<file path="config.mk">
export PLATFORM = sky130hd
export DESIGN_NAME = uart_tx_ctrl_flat
export DESIGN_NICKNAME = d
export VERILOG_FILES = /design/src/rtl/uart_tx_ctrl_if.sv /design/src/rtl/uart_tx_ctrl.sv /design/src/flat_wrapper.sv
export SDC_FILE = /design/constraint.sdc
export NUM_CORES = 1
export LEC_CHECK = 0
export ABC_AREA = 1
export BUFFER_PORTS_ARGS = -buffer_cell sky130_fd_sc_hd__clkbuf_2
export CAP_MARGIN = 40
export CELL_PAD_IN_SITES_DETAIL_PLACEMENT = 0
export CELL_PAD_IN_SITES_GLOBAL_PLACEMENT = 2
export CORE_ASPECT_RATIO = 0.75
export CORE_MARGIN = 8
export CORE_UTILIZATION = 29
export DETAILED_ROUTE_END_ITERATION = 12
export PLACE_DENSITY = 0.78
export SKIP_LAST_GASP = 1
export SYNTH_ARGS = -nofsm -noshare
export SYNTH_HDL_FRONTEND = slang
export SYNTH_SLANG_ARGS = --single-unit
</file>
<file path="constraint.sdc">
create_clock -name clock -period 2 [get_ports clock]
set_clock_uncertainty 0.05 [all_clocks]
set_input_delay 0.2 -clock clock [delete_from_list [all_inputs] [get_ports clock]]
set_output_delay 0.2 -clock clock [all_outputs]
set_load 0.02 [all_outputs]
</file>
<file path="src/rtl/uart_tx_ctrl_if.sv">
// Byte handshake between the TX holding logic (master) and the UART TX controller (slave).
// Carries the byte together with its per-frame configuration.
interface uart_tx_ctrl_if #(
    parameter int unsigned DIV_W = 16
) ();
    logic             tx_valid;
    logic             tx_ready;
    logic [7:0]       tx_data;
    logic             parity_en;
    logic             parity_odd;
    logic [DIV_W-1:0] baud_div;

    modport master (
        output tx_valid,
        output tx_data,
        output parity_en,
        output parity_odd,
        output baud_div,
        input  tx_ready
    );

    modport slave (
        input  tx_valid,
        input  tx_data,
        input  parity_en,
        input  parity_odd,
        input  baud_div,
        output tx_ready
    );
endinterface

</file>
<file path="src/rtl/uart_tx_ctrl.sv">
// UART transmit controller: latches one byte per handshake and paces the load/shift strobes
// of the external 11-bit TX shift register at the programmed bit period.
module uart_tx_ctrl #(
    parameter int unsigned DIV_W = 16
) (
    input  logic                 clock,
    input  logic                 reset,
    uart_tx_ctrl_if.slave        bus,
    output logic [7:0]           tx_data_out,
    output logic                 tx_parity_add,
    output logic                 tx_parity_en,
    output logic                 tx_shift_reg_en,
    output logic                 tx_shift_en,
    output logic                 tx_busy,
    output logic                 tx_done
);

    localparam logic [DIV_W-1:0] DIV_ONE = DIV_W'(1);

    typedef enum logic [1:0] {StIdle, StLoad, StShift, StWait} state_e;

    state_e           state_q;
    logic [3:0]       bit_cnt_q;
    logic [DIV_W-1:0] div_q;
    logic [DIV_W-1:0] per_cnt_q;
    logic [7:0]       data_q;
    logic             par_en_q;
    logic             par_odd_q;
    logic             load_q;
    logic             shift_q;
    logic             busy_q;
    logic             done_q;

    logic [DIV_W-1:0] div_eff;
    logic [3:0]       bits_total;
    logic [3:0]       bits_sent;
    logic             more_bits;
    logic             bit_end;
    logic             handshake;

    assign bus.tx_ready = (state_q == StIdle) && reset;
    assign handshake    = bus.tx_valid && bus.tx_ready;

    assign div_eff    = (bus.baud_div == '0) ? DIV_ONE : bus.baud_div;
    assign bits_total = par_en_q ? 4'd11 : 4'd10;
    // In SHIFT the counter has not yet absorbed the bit being shifted this cycle.
    assign bits_sent  = (state_q == StShift) ? bit_cnt_q + 4'd1 : bit_cnt_q;
    assign more_bits  = bits_sent < bits_total;
    assign bit_end    = ((state_q == StShift) && (div_q <= DIV_ONE)) ||
                        ((state_q == StWait) && (per_cnt_q == DIV_ONE));

    always_ff @(posedge clock) begin
        if (!reset) begin
            state_q   <= StIdle;
            bit_cnt_q <= '0;
            div_q     <= '0;
            per_cnt_q <= '0;
            data_q    <= '0;
            par_en_q  <= 1'b0;
            par_odd_q <= 1'b0;
            load_q    <= 1'b0;
            shift_q   <= 1'b0;
            busy_q    <= 1'b0;
            done_q    <= 1'b0;
        end else begin
            load_q  <= 1'b0;
            shift_q <= 1'b0;
            done_q  <= 1'b0;

            unique case (state_q)
                StIdle: begin
                    if (handshake) begin
                        data_q    <= bus.tx_data;
                        par_en_q  <= bus.parity_en;
                        par_odd_q <= bus.parity_odd;
                        div_q     <= div_eff;
                        state_q   <= StLoad;
                        load_q    <= 1'b1;
                        busy_q    <= 1'b1;
                    end
                end
                StLoad: begin
                    bit_cnt_q <= '0;
                    state_q   <= StShift;
                    shift_q   <= 1'b1;
                end
                StShift: begin
                    bit_cnt_q <= bits_sent;
                    per_cnt_q <= div_q - DIV_ONE;
                    if (div_q > DIV_ONE) begin
                        state_q <= StWait;
                    end
                end
                StWait: begin
                    per_cnt_q <= per_cnt_q - DIV_ONE;
                end
            endcase

            // The stop bit is held a full period, so the frame ends at the last WAIT cycle.
            if (bit_end) begin
                if (more_bits) begin
                    state_q <= StShift;
                    shift_q <= 1'b1;
                end else begin
                    state_q <= StIdle;
                    done_q  <= 1'b1;
                    busy_q  <= 1'b0;
                end
            end
        end
    end

    assign tx_data_out     = data_q;
    assign tx_parity_en    = par_en_q;
    assign tx_parity_add   = (^data_q) ^ par_odd_q;
    assign tx_shift_reg_en = load_q;
    assign tx_shift_en     = shift_q;
    assign tx_busy         = busy_q;
    assign tx_done         = done_q;

endmodule

</file>
<file path="src/flat_wrapper.sv">
// flat-port wrapper written by rule: the top's interface ports become plain ports
module uart_tx_ctrl_flat 
#(
    parameter int unsigned DIV_W = 16
)
  (clock, reset, tx_data_out, tx_parity_add, tx_parity_en, tx_shift_reg_en, tx_shift_en, tx_busy, tx_done, bus_tx_valid, bus_tx_data, bus_parity_en, bus_parity_odd, bus_baud_div, bus_tx_ready);
  uart_tx_ctrl_if #(.DIV_W(DIV_W)) bus_i ();
  input  logic clock;
  input  logic reset;
  output logic [7:0] tx_data_out;
  output logic tx_parity_add;
  output logic tx_parity_en;
  output logic tx_shift_reg_en;
  output logic tx_shift_en;
  output logic tx_busy;
  output logic tx_done;
  input wire logic [$bits(bus_i.tx_valid)-1:0] bus_tx_valid;
  input wire logic [$bits(bus_i.tx_data)-1:0] bus_tx_data;
  input wire logic [$bits(bus_i.parity_en)-1:0] bus_parity_en;
  input wire logic [$bits(bus_i.parity_odd)-1:0] bus_parity_odd;
  input wire logic [$bits(bus_i.baud_div)-1:0] bus_baud_div;
  output wire logic [$bits(bus_i.tx_ready)-1:0] bus_tx_ready;
  assign bus_i.tx_valid = bus_tx_valid;
  assign bus_i.tx_data = bus_tx_data;
  assign bus_i.parity_en = bus_parity_en;
  assign bus_i.parity_odd = bus_parity_odd;
  assign bus_i.baud_div = bus_baud_div;
  assign bus_tx_ready = bus_i.tx_ready;
  uart_tx_ctrl #(.DIV_W(DIV_W)) u_core (.clock(clock), .reset(reset), .bus(bus_i), .tx_data_out(tx_data_out), .tx_parity_add(tx_parity_add), .tx_parity_en(tx_parity_en), .tx_shift_reg_en(tx_shift_reg_en), .tx_shift_en(tx_shift_en), .tx_busy(tx_busy), .tx_done(tx_done));
endmodule
</file>
Word level (Yosys, flattened, before mapping)
Cells that the tools add are included.

Flip-flop bits (word level): 52. Bits in latches: 0. RAM bits: 0. Bits in read-only memories: 0. Bits of input ports: 29. Output and inout bits: 15. Logic and storage cells: 58. Memories: 0.

$add $sub $neg: 3. Multipliers: 0. Div/mod/pow operators: 0. Order comparisons: 3. Equal/unequal tests: 6. Shift-type cells: 0. Mux-type cells: 19. Bitwise gates (word level): 1. Reduce and logical (&&, ||, !) cells: 15.

Operators by type and width (number): $pmux W16 S2 (1); $sub A16 B1 Y16 const B (2); $eq A16 B1 Y1 const B (1); $gt A16 B1 Y1 const B (1); $le A16 B1 Y1 const B (1); $logic_not A16 Y1 (1); $mux W16 (1); $mux W1 (10); $mux W2 (4); $pmux W4 S2 (1); $reduce_xor A8 Y1 (1); $pmux W2 S3 (1); $reduce_and A2 Y1 (3); $add A4 B1 Y4 const B (1); $eq A2 B2 Y1 const B (2); $logic_and A1 B1 Y1 (4); $lt A4 B4 Y1 (1); $mux W4 (1); $reduce_bool A2 Y1 (2); $reduce_bool A4 Y1 (1); $ne A3 B1 Y1 const B (1); $ne A3 B2 Y1 const B (1); $reduce_and A3 Y1 (1); $eq A2 B1 Y1 const B (1); other kinds (3) (3).

Longest topological paths before layout
Gate-level depths: netlist of run 1.

Word-level depth: 7. Mapped depth: 11. Mapped depth without buffers: 11.

Least setup slack after synthesis of run 1
OpenSTA, ideal clock, no wires.

Path kind: register to register. From: register u_core.state_q[0]. To: register u_core.state_q[1]. Library setup time: 132 ps. Arrival: 1423 ps. Required time: 1818 ps. Slack: 395 ps. Stages on the path, launching flop included: 10. Buffers on the path: 0. Clock period less this slack: 1605 ps. Cell sequence: dfxtp_1 > inv_1 > ha_1 > ha_1 > a22oi_1 > nor2_1 > nor2_1 > nand2_1 > nand2_1 > a21oi_2.

Longest elaborated chain between the ends: 5. Elaborated cells on any way between the ends: 18. Classes of those cells: order compare (1); eq/ne (5); mux (4); reduce/logical (8).

RTL lines: start, declared (RTL line uart_tx_ctrl.sv:22) `state_e state_q;`; start signal, assigned (RTL line uart_tx_ctrl.sv:54) `state_q <= StIdle;`; start signal, assigned (RTL line uart_tx_ctrl.sv:77) `state_q <= StLoad;`; start signal, assigned (RTL line uart_tx_ctrl.sv:84) `state_q <= StShift;`; $eq A2 B2 Y1 (tied with other cells) (RTL line uart_tx_ctrl.sv:47, uart_tx_ctrl.sv:49, uart_tx_ctrl.sv:70); $mux W4 (tied with other cells) (RTL line uart_tx_ctrl.sv:47) `assign bits_sent = (state_q == StShift) ? bit_cnt_q + 4'd1 : bit_cnt_q;`; $lt A4 B4 Y1 (tied with other cells) (RTL line uart_tx_ctrl.sv:48) `assign more_bits = bits_sent < bits_total;`; $mux W2 (tied with other cells) (RTL line uart_tx_ctrl.sv:101) `if (more_bits) begin`; $mux W2 or $reduce_and A3 Y1 (tied branches).

Several ways; a longest one is shown, not always the timed one. A chain may end at the register's enable or synchronous reset.

Worst setup path in the final report of run 1
From: register u_core.data_q[1], in the netlist u_core.tx_data_out[1]. To: output tx_parity_add.

Longest elaborated chain between the ends: 2.

RTL lines: start, declared (RTL line uart_tx_ctrl.sv:26) `logic [7:0] data_q;`; start signal, assigned (RTL line uart_tx_ctrl.sv:73) `data_q <= bus.tx_data;`; $reduce_xor A8 Y1 (RTL line uart_tx_ctrl.sv:115) `assign tx_parity_add = (^data_q) ^ par_odd_q;`; $xor A1 B1 Y1 (RTL line uart_tx_ctrl.sv:115); end, declared (RTL line flat_wrapper.sv:11) `output logic tx_parity_add;`.

No other way between the ends.

==> results by group, run 1 <==
Power and ir drop
  – Lkg Pwr: approximately 1.8 nW
  – Power density of the placed cells: between 800 and 900 nW/um^2
  – Switching part of the total power: 0.3683
  – Sequential group share of total power: 0.393
  – Internal power: between 1.5 and 2 mW
  – Worst ir drop on vdd: 0.0003788 V
  – Power dissipated by switching net loads: approximately 1.2 mW
  – Part of the power in combinational logic: 0.328
  – Clock share of power: 0.279

Timing
  – Slew Limit Headroom: 0.5848
  – Unrepaired setup endpoints after global routing: yes
  – Final-report hold violation count: 0
  – Peak clock frequency supported by timing: between 0.5 and 0.6 GHz
  – Least-Margin Pin Slew: 0.6171 ns
  – Final-report setup violation count: 0
  – Tcrit/Tclk final: 0.9176
  – Final Slew Violations: 0
  – Fin crit period: 1.835 ns

Logic synthesis
  – Syn Std Cell Area: ~3100 sq um
  – Post-synth net total: between 500 and 600
  – Number of flip-flops and latches in the synthesized netlist: 52
  – Area share of the largest cell type after synthesis: 0.3333
  – Most common cell in the netlist: sky130_fd_sc_hd__nand2_1
  – Average footprint of a synthesized cell: ~6.7 sq um
  – Leading post-synthesis cells by instance count: sky130_fd_sc_hd__nand2_1, sky130_fd_sc_hd__nand3_1, sky130_fd_sc_hd__inv_1
  – Fraction of the yosys area taken by sequential cells: 0.3333
  – Number of warnings printed during yosys synthesis: 0
  – Most frequently used flop master after synthesis: sky130_fd_sc_hd__dfxtp_1
  – Most area-hungry cell type in the Yosys netlist: sky130_fd_sc_hd__dfxtp_1
  – Fraction of registers with async set or reset after synthesis: 0
  – Synth cell types: 39
  – Post-Syn Instances: 464
  – Synth area leaders: sky130_fd_sc_hd__dfxtp_1, sky130_fd_sc_hd__nand2_1, sky130_fd_sc_hd__nand3_1
  – Number of flops mapped to enable cells by yosys: 0

Die
  – Ports placed on the boundary: 44
  – Starting utilization of the core area: 0.3012
  – Standard-cell row count: 32
  – Placeable core area: slightly above 10000 sq um
  – Die Outline Area: approximately 14000 sq um
  – Y dimension of the die: 105.9 um
  – Horizontal die dimension: 135.8 um

Place
  – Placed cell count: about 640
  – GP Congestion: 0.8068
  – Cell area after placement: roughly 3500 sq um
  – Number of port buffers: 43
  – Half-perimeter wire length after placement: 7178 um

Critical path
  – Maximum net fanout on the critical path: 3
  – Slowest cell on the critical path: sky130_fd_sc_hd__dfxtp_2
  – CP cell instances: xnor2_2, xor2_1, xor2_1, inv_1, nand2_1, nand2_1, buf_6
  – Worst Path Arrival: 1.59 ns
  – Element type at the critical path end: output pin
  – Largest incremental delay on the critical path: approximately 0.34 ns
  – Category of the worst setup path launch point: register
  – Worst Setup Path Type: register to output pin
  – Data required time of the critical path: approximately 1.8 ns
  – Worst setup slack for register-to-register paths: around 0.21 ns

CTS
  – Worst-Skew Late Latency: a little under 0.3 ns
  – Number of H-tree levels: 2
  – Number of clock sinks seen by CTS: 52
  – Number of buffers created by CTS: 5
  – TritonCTS clock tree: done
  – CTS Root Buffer Type: sky130_fd_sc_hd__clkbuf_16
  – Post-CTS Repair Setup Buffers: 0
  – Gates resized, CTS repair: 0
  – Hold buffer count at CTS: 0
  – Clock tree buffer depth: 2
  – Clock transition time at the flip-flop clock pins of the worst setup and hold paths: approximately 0.070 ns

Routing
  – Count of TritonRoute iterations in the first routing pass: 4
  – Drt first-iter violations: 179
  – Routed vias/inst: about 4.7
  – Average detailed-routed wire length per instance: 14.03 um
  – Total number of vias: around 3k
  – Drc violations: 0
  – Wirelength, routed: around 9000 um
  – Antenna-violating nets left: 0

Global routing
  – GRT Resource Usage Total: 0.1317
  – Pin count of the biggest net entering global routing: 28
  – Grt total ovfl: 0
  – Initial antenna violation count: 0
  – Number of global-route vias before repair: between 3k and 4k
  – First-pass GRT wire length: roughly 15000 um

Hold path
  – HP Class: primary input to register

Flow run
  – Max-Cap Viols: 0

Layout
  – Post-route non-filler standard cell count: 646
  – Net count, final: ~550
  – Antenna Cells: 0
  – Final Instance Area: between 3000 and 4000 sq um
  – Layout cells sized above 1: 0.1824
  – Area growth, synth to finish: 17.67%

Outcome
  – Result of the run: finished clean
critical path: cells and delay by family, from the launching register on:
kind | cells | cell delay, ns
XOR/XNOR | 3 | 0.65
flip-flops | 1 | 0.34
AND/OR/NAND/NOR | 2 | 0.11
buffers and inverters | 2 | 0.19
final cells by class:
class / count / area, sq um
Sequential cell: 52 / 1044
Clock buffer: 6 / 128.9
Timing Repair Buffer: 54 / 316.6
Multi-Input combinational cell: 331 / 1754
Tap cell: 136 / 170.2
Inverter: 65 / 245.2
Fill cell: 1130 / 6695
Clock inverter: 2 / 16.27
registers in the layout, summed over array words and instances, names as in the netlist:
register                flops
u_core.tx_shift_en          1
u_core.tx_busy              1
u_core.tx_data_out          8
u_core.state_q              2
u_core.par_odd_q            1
u_core.tx_done              1
u_core.tx_shift_reg_en      1
u_core.bit_cnt_q            4
u_core.div_q               16
u_core.tx_parity_en         1
u_core.per_cnt_q           16
per-layer routing:
layer	track usage	vias to the layer above	share of wire
li1	-	1579	-
met1	0.1845	1412	0.53
met2	0.2008	46	0.42
met3	0.02894	5	0.043
met4	0.02846	0	0.0071
met5	0	-	0
power groups by stage:
stage          logic [mW]  registers (mW)  clock network, mW
2_1_floorplan       0.713            1.26                  0
3_3_place_gp         1.00            1.25                  0
3_5_place_dp         1.01            1.25                  0
4_1_cts              1.01            1.22              0.906
5_1_grt              1.17            1.24              0.951
6_report             1.03            1.23              0.872
worst paths after layout:
check / startpoint / cells after the start / to
hold / removal: bus_tx_data[3] / 3 / u_core.tx_data_out[3]$_SDFFE_PN0P_
hold reg to reg: u_core.par_odd_q$_SDFFE_PN0P_ / 2 / u_core.par_odd_q$_SDFFE_PN0P_
setup reg to reg: u_core.state_q[0]$_SDFFE_PN0P_ / 9 / u_core.state_q[1]$_SDFFE_PN0P_
setup / recovery: u_core.tx_data_out[1]$_SDFFE_PN0P_ / 7 / tx_parity_add
layout by cell type, fill, tap and decap left out, types with 2 or more instances in the layout:
cell and instances:
sky130_fd_sc_hd__nor2_2 10, sky130_fd_sc_hd__nor2_4 4, sky130_fd_sc_hd__clkinv_1 3, sky130_fd_sc_hd__xnor2_1 6, sky130_fd_sc_hd__a21oi_2 2, sky130_fd_sc_hd__a22oi_1 3
sky130_fd_sc_hd__xor2_1 7, sky130_fd_sc_hd__a21oi_1 14, sky130_fd_sc_hd__nand2_2 7, sky130_fd_sc_hd__nand3b_1 3, sky130_fd_sc_hd__nand4_1 7, sky130_fd_sc_hd__nor3_1 3
sky130_fd_sc_hd__nand3_1 60, sky130_fd_sc_hd__o31ai_1 5, sky130_fd_sc_hd__clkbuf_16 5, sky130_fd_sc_hd__a31oi_1 3, sky130_fd_sc_hd__clkbuf_2 42, sky130_fd_sc_hd__dfxtp_1 50
sky130_fd_sc_hd__ha_1 11, sky130_fd_sc_hd__dfxtp_2 2, sky130_fd_sc_hd__buf_4 10, sky130_fd_sc_hd__inv_2 3, sky130_fd_sc_hd__nor2_1 44, sky130_fd_sc_hd__nor4_1 4
sky130_fd_sc_hd__inv_1 58, sky130_fd_sc_hd__o21ai_0 19, sky130_fd_sc_hd__nand2_1 105, sky130_fd_sc_hd__o22ai_1 2, sky130_fd_sc_hd__o211ai_1 2
stage by stage:
stage	hold WS (ns)	setup slack, ns	util	power, mW	setup TNS (ns)
global placement	0.3448	0.2540	0.3388	2.251	0
floorplan	0.2531	0.3949	-	1.968	0
detailed placement	0.3525	0.2032	0.3388	2.254	0
CTS	0.03628	0.08831	0.3528	3.142	0
global route	0.05396	-0.01568	0.3544	3.361	-0.01568
finish	0.04622	0.1648	0.3544	3.126	0
cells by family (layout without fill, tap and decap cells):
group	count (synthesis)	in the layout	share of synthesized area
multiplexers	1	1	0.003205
adder cells (fa/ha/maj)	11	11	0.04407
XOR/XNOR	14	14	0.03926
AND/OR/NAND/NOR	249	249	0.3630
AO/OA/AOI/OAI	56	56	0.1098
buffers and inverters	81	127	0.1074
flip-flops	52	52	0.3333
No activity file was read; power rests on OpenSTA's default activity.
==> run 2, diff against run 1 <==
Settings changed: HOLD_SLACK_MARGIN set to 0.1, SLEW_MARGIN set to 30.
==> results by group, run 2 (synthesized netlist as in run 1, its figures left out) <==
Power and ir drop
  – Clock share of power: 0.275 (-0.004)
  – Power dissipated by switching net loads: 1.151 mW (about the same)
  – Switching part of the total power: 0.3655 (-0.002844)
  – Worst ir drop on vdd: 0.0003785 V (about the same)
  – Part of the power in combinational logic: 0.335 (+0.007)
  – Sequential group share of total power: 0.390 (-0.003)
  – Post-layout power: 3.150 mW (+0.76%)
  – Power density of the placed cells: 815.0 nW/um^2 (-4.2%)
  – Lkg Pwr: 1.856 nW (+4.5%)
  – Internal power: 1.999 mW (+1.2%)

Routing
  – Routed vias/inst: 4.666 (-0.91%)
  – Total number of vias: 3103 (+2.0%)
  – Average detailed-routed wire length per instance: 13.80 um (-1.7%)
  – Drc violations: 0 (unchanged)
  – Drt first-iter violations: 176 (-1.7%)
  – Count of TritonRoute iterations in the first routing pass: 5 (+1)
  – Antenna-violating nets left: 0 (unchanged)
  – Wirelength, routed: 9174 um (+1.2%)

Hold path
  – HP Class: primary input to register
  – Hold path start: bus_baud_div[14]
  – Worst hold endpoint: u_core.div_q[14]$_SDFFE_PN0P_
  – Hold depth: 3 (unchanged)

Global routing
  – Initial antenna violation count: 0 (unchanged)
  – First-pass GRT wire length: 15540 um (+1.5%)
  – GRT Resource Usage Total: 0.1332 (+0.001489)
  – Number of global-route vias before repair: 3113 (+2.2%)
  – Grt total ovfl: 0 (unchanged)
  – Pin count of the biggest net entering global routing: 28 (unchanged)

Timing
  – Unrepaired setup endpoints after global routing: yes
  – Tcrit/Tclk final: 0.9240 (+0.006366)
  – Final-report setup violation count: 0 (unchanged)
  – Slew Limit Headroom: 0.5835 (-0.001339)
  – Final Slew Violations: 0 (unchanged)
  – Least-Margin Pin Slew: 0.6191 ns (+0.001990 ns)
  – Peak clock frequency supported by timing: 0.5411 GHz (-0.69%)
  – Final-report hold violation count: 0 (unchanged)
  – Setup TNS: 0 ns (unchanged)
  – Fin worst setup slack: 0.1520 ns (-0.01273 ns)
  – Fin crit period: 1.848 ns (+0.01273 ns)

Layout
  – Layout cells sized above 1: 0.1758 (-0.006550)
  – Antenna Cells: 0 (unchanged)
  – Final Instance Area: 3865 sq um (+5.2%)
  – Top library cells by usage in the layout, fill and taps aside: sky130_fd_sc_hd__nand2_1, sky130_fd_sc_hd__nand3_1, sky130_fd_sc_hd__inv_1
  – Most common cell after layout, fill and taps aside: sky130_fd_sc_hd__nand2_1
  – Area growth, synth to finish: 23.76%
  – Net count, final: 568 (+3.5%)
  – Filler cell count in the final layout: 1124 (-0.53%)

Critical path
  – Element type at the critical path end: output pin
  – Worst Path Arrival: 1.60 ns (about the same)
  – Buffers plus inverters on the worst setup path: 2 (unchanged)
  – Category of the worst setup path launch point: register
  – Data required time of the critical path: 1.75 ns (about the same)
  – Worst Setup Path Type: register to output pin
  – R2R Path Start: u_core.state_q[0]$_SDFFE_PN0P_
  – Slowest cell on the critical path: sky130_fd_sc_hd__dfxtp_2
  – Largest incremental delay on the critical path: 0.34 ns (about the same)
  – Worst setup slack for register-to-register paths: 0.22 ns (about the same)
  – Maximum net fanout on the critical path: 3 (unchanged)
  – Delay-heaviest family, CP: XOR/XNOR gates
  – FF-to-FF path depth: 9 (unchanged)
  – CP cell instances: xnor2_2, xor2_1, xor2_1, inv_1, nand2_1, nand2_1, buf_6
  – Critical R2R Capture: u_core.state_q[1]$_SDFFE_PN0P_

CTS
  – Clock transition time at the flip-flop clock pins of the worst setup and hold paths: 0.07 ns (about the same)
  – TritonCTS clock tree: done
  – Clock tree buffer depth: 2 (unchanged)
  – Post-CTS Repair Setup Buffers: 0 (unchanged)
  – Number of buffers created by CTS: 5 (unchanged)
  – CTS Root Buffer Type: sky130_fd_sc_hd__clkbuf_16
  – Number of clock sinks seen by CTS: 52 (unchanged)
  – Number of H-tree levels: 2 (unchanged)
  – Worst-Skew Late Latency: 0.29 ns (about the same)

Die
  – Ports placed on the boundary: 44 (unchanged)
  – Starting utilization of the core area: 0.3012 (unchanged)
  – Placeable core area: 10370 sq um (unchanged)
  – Horizontal die dimension: 135.8 um (unchanged)
  – Standard-cell row count: 32 (unchanged)
  – Die Outline Area: 14380 sq um (unchanged)
  – Y dimension of the die: 105.9 um (unchanged)

Place
  – Cell area after placement: 3513 sq um (unchanged)
  – Half-perimeter wire length after placement: 7178 um (unchanged)
  – Number of port buffers: 43 (unchanged)
  – GP Congestion: 0.8068 (unchanged)
  – Setup slack at placement: 0.2032 ns (unchanged)

Outcome
  – Result of the run: finished clean

Flow run
  – Max-Cap Viols: 0 (unchanged)
run 2: cell types whose count changed in the layout (fill, tap and decap cells not counted), sizes merged:
cell | before | now
dlygate4sd3 | 0 | 19
run 2: worst max-delay path by stage:
stage | from | to | depth (start not counted) | slack (ns)
after floorplan | u_core.state_q[0]$_SDFFE_PN0P_ | u_core.state_q[1]$_SDFFE_PN0P_ | 9 | 0.39
after global placement | u_core.state_q[0]$_SDFFE_PN0P_ | u_core.state_q[1]$_SDFFE_PN0P_ | 9 | 0.25
after detailed placement | u_core.state_q[0]$_SDFFE_PN0P_ | u_core.state_q[1]$_SDFFE_PN0P_ | 9 | 0.20
after CTS | u_core.tx_data_out[0]$_SDFFE_PN0P_ | tx_parity_add | 7 | 0.09
after global routing | u_core.tx_data_out[1]$_SDFFE_PN0P_ | tx_parity_add | 7 | -0.02
final | u_core.tx_data_out[1]$_SDFFE_PN0P_ | tx_parity_add | 7 | 0.15
run 2: layer usage:
| layer | track usage | wire (um) | vias up | share of wire |
|---|---|---|---|---|
| met3 | 0.02941 | 359 | 5 | 0.039 |
| li1 | - | - | 1616 | - |
| met4 | 0.02846 | 64 | 0 | 0.0070 |
| met5 | 0 | 0 | - | 0 |
| met2 | 0.2036 | 3853 | 49 | 0.42 |
| met1 | 0.1862 | 4897 | 1433 | 0.53 |
run 2: cell type report:
cell class | count | area, sq um | share of cell area
tap | 136 | 170.2 | 0.04403
timing repair buffer | 73 | 506.7 | 0.1311
inverter | 65 | 245.2 | 0.06345
clock inverter | 2 | 16.27 | 0.004208
multi-input combinational | 331 | 1754 | 0.4539
clock buffer | 6 | 128.9 | 0.03334
sequential | 52 | 1044 | 0.2700
run 2: worst reg2reg max path, cell delays in order, from the launching register on:
cell and delay [ns]:
sky130_fd_sc_hd__dfxtp_1 0.38, sky130_fd_sc_hd__inv_1 0.10, sky130_fd_sc_hd__ha_1 0.27, sky130_fd_sc_hd__ha_1 0.29, sky130_fd_sc_hd__a22oi_1 0.18, sky130_fd_sc_hd__nor2_1 0.08, sky130_fd_sc_hd__nor2_1 0.13, sky130_fd_sc_hd__nand2_1 0.08
sky130_fd_sc_hd__nand2_1 0.07, sky130_fd_sc_hd__a21oi_2 0.05
run 2: power by group through the flow:
stage	clock, mW	sequential [mW]	combinational [mW]
global placement	0	1.25	1.00
detailed placement	0	1.25	1.01
floorplan	0	1.26	0.713
global route	0.951	1.24	1.20
CTS	0.906	1.22	1.04
finish	0.868	1.23	1.05
run 2: stage by stage:
stage	utilization	hold WS, ns	std cells
6_report	0.3727	0.1084	665
5_1_grt	0.3727	0.1344	665
4_1_cts	0.3711	0.1063	665
3_5_place_dp	0.3388	0.3525	638
3_3_place_gp	0.3388	0.3448	638
2_1_floorplan	-	0.2531	464
run 2: repair_timing:
item | 4_1_cts | 5_1_grt
gates resized for setup | 0 | 6
endpoints found under the setup margin | 0 | 1
hold endpoints to repair | 19 | 0
hold buffers | 19 | 0
==> run 3, diff against run 2 <==
Settings changed: RECOVER_POWER set to 25.
==> results by group, run 3 (synthesized netlist as in run 1, its figures left out) <==
Routing
  – Antenna-violating nets left: 0 (unchanged)
  – Wirelength, routed: 9175 um (about the same)
  – Drc violations: 0 (unchanged)
  – Drt first-iter violations: 180 (+2.3%)
  – Total number of vias: 3099 (-0.13%)
  – Routed vias/inst: 4.660 (-0.13%)
  – Average detailed-routed wire length per instance: 13.80 um (about the same)
  – Count of TritonRoute iterations in the first routing pass: 4 (-1)

Die
  – Standard-cell row count: 32 (unchanged)
  – Ports placed on the boundary: 44 (unchanged)
  – Horizontal die dimension: 135.8 um (unchanged)
  – Starting utilization of the core area: 0.3012 (unchanged)
  – Die Outline Area: 14380 sq um (unchanged)
  – Y dimension of the die: 105.9 um (unchanged)
  – Placeable core area: 10370 sq um (unchanged)

Critical path
  – Worst Path Arrival: 1.60 ns (about the same)
  – Worst Setup Path Type: register to output pin
  – Element type at the critical path end: output pin
  – Slowest cell on the critical path: sky130_fd_sc_hd__dfxtp_2
  – Buffers plus inverters on the worst setup path: 2 (unchanged)
  – Largest incremental delay on the critical path: 0.34 ns (about the same)
  – CP cell instances: xnor2_2, xor2_1, xor2_1, inv_1, nand2_1, nand2_1, buf_6
  – R2R Path Start: u_core.state_q[0]$_SDFFE_PN0P_
  – Category of the worst setup path launch point: register
  – Start point of the critical path: u_core.tx_data_out[1]$_SDFFE_PN0P_
  – Data required time of the critical path: 1.75 ns (about the same)
  – Maximum net fanout on the critical path: 3 (unchanged)
  – Delay-heaviest family, CP: XOR/XNOR gates

Layout
  – Net count, final: 568 (unchanged)
  – Post-layout utilization of the core: 0.3721 (-0.0006040)
  – Final Instance Area: 3859 sq um (-0.16%)
  – Area occupied by multi-input gates: 1754 sq um (unchanged)
  – Area growth, synth to finish: 23.56%
  – Antenna Cells: 0 (unchanged)
  – Most common cell after layout, fill and taps aside: sky130_fd_sc_hd__nand2_1
  – Layout cells sized above 1: 0.1664 (-0.009452)
  – Post-route non-filler standard cell count: 665 (unchanged)
  – Combined flip-flop and latch cell area: 1044 sq um (unchanged)
  – Top library cells by usage in the layout, fill and taps aside: sky130_fd_sc_hd__nand2_1, sky130_fd_sc_hd__nand3_1, sky130_fd_sc_hd__inv_1
  – Filler cell count in the final layout: 1127 (+0.27%)

Place
  – Half-perimeter wire length after placement: 7178 um (unchanged)
  – Cell area after placement: 3513 sq um (unchanged)
  – Number of port buffers: 43 (unchanged)
  – GP Congestion: 0.8068 (unchanged)
  – Placed cell count: 638 (unchanged)

Global routing
  – Number of global-route vias before repair: 3113 (unchanged)
  – First-pass GRT wire length: 15540 um (unchanged)
  – GRT Resource Usage Total: 0.1332 (unchanged)
  – Initial antenna violation count: 0 (unchanged)
  – Pin count of the biggest net entering global routing: 28 (unchanged)
  – Grt total ovfl: 0 (unchanged)

Power and ir drop
  – Post-layout power: 3.150 mW (about the same)
  – Worst ir drop on vdd: 0.0003783 V (about the same)
  – Lkg Pwr: 1.839 nW (-0.89%)
  – Power density of the placed cells: 816.3 nW/um^2 (+0.17%)

Hold path
  – HP Class: primary input to register
  – Hold path start: bus_baud_div[14]

CTS
  – TritonCTS clock tree: done
  – Post-CTS Repair Setup Buffers: 0 (unchanged)
  – Worst-Skew Late Latency: 0.29 ns (about the same)
  – Number of buffers created by CTS: 5 (unchanged)
  – Number of H-tree levels: 2 (unchanged)
  – Clock transition time at the flip-flop clock pins of the worst setup and hold paths: 0.07 ns (about the same)
  – Clock tree buffer depth: 2 (unchanged)
  – CTS Root Buffer Type: sky130_fd_sc_hd__clkbuf_16
  – Number of clock sinks seen by CTS: 52 (unchanged)

Timing
  – Worst hold slack: 0.1085 ns (+0.00001500 ns)
  – Final-report hold violation count: 0 (unchanged)
  – Least-Margin Pin Slew: 0.6192 ns (+0.0001614 ns)
  – Slew Limit Headroom: 0.5834 (about the same)
  – Fin crit period: 1.850 ns (+0.001785 ns)
  – Tcrit/Tclk final: 0.9249 (about the same)
  – Peak clock frequency supported by timing: 0.5406 GHz (about the same)
  – Unrepaired setup endpoints after global routing: yes
  – Final Slew Violations: 0 (unchanged)
  – Final-report setup violation count: 0 (unchanged)

Outcome
  – Result of the run: finished clean

Flow run
  – Max-Cap Viols: 0 (unchanged)
## run 3: changes by cell type in the layout (fill, tap and decap cells not counted)
cell and change:
sky130_fd_sc_hd__clkbuf_1 +5, sky130_fd_sc_hd__clkbuf_2 -5
## run 3: power breakdown
| group | internal, mW | switching (mW) |
|---|---|---|
| logic | 0.400 | 0.654 |
| clock network | 0.468 | 0.401 |
| registers | 1.13 | 0.0983 |
## run 3: cell type report
type	count	share of cell area
Clock inverter	2	0.004215
Clock buffer	6	0.03340
Inverter	65	0.06355
Sequential cell	52	0.2704
Multi-Input combinational cell	331	0.4546
Timing Repair Buffer	73	0.1297
Tap cell	136	0.04410
## run 3: repair_timing
action,in CTS,in global routing
resized for setup,0,6
setup endpoints to repair,0,1
hold endpoints to repair,19,0
hold buffers,19,0
## run 3: final timing paths
kind                                    end  cells past startpoint  slack, ns
max                           tx_parity_add                      7       0.15
min           u_core.div_q[14]$_SDFFE_PN0P_                      3       0.11
max reg2reg  u_core.state_q[1]$_SDFFE_PN0P_                      9       0.22
min reg2reg   u_core.par_odd_q$_SDFFE_PN0P_                      2       0.43
## run 3: worst register-to-register path: stages (launching register included)
cell	delay, ns
sky130_fd_sc_hd__dfxtp_1	0.38
sky130_fd_sc_hd__inv_1	0.10
sky130_fd_sc_hd__ha_1	0.27
sky130_fd_sc_hd__ha_1	0.29
sky130_fd_sc_hd__a22oi_1	0.18
sky130_fd_sc_hd__nor2_1	0.08
sky130_fd_sc_hd__nor2_1	0.13
sky130_fd_sc_hd__nand2_1	0.08
sky130_fd_sc_hd__nand2_1	0.07
sky130_fd_sc_hd__a21oi_2	0.05
## run 3: layer usage
metal	wire, um	vias up	track usage	share of wire
met2	3853	43	0.2036	0.42
met4	64	0	0.02846	0.0070
met1	4914	1435	0.1862	0.54
met5	0	-	0	0
li1	-	1616	-	-
met3	341	5	0.02941	0.037
## run 3: metrics by stage
step                 TNS, ns  worst slack, ns
floorplan                  0           0.3949
global placement           0           0.2540
detailed placement         0           0.2032
CTS                        0          0.08831
global route        -0.01568         -0.01568
finish                     0           0.1502
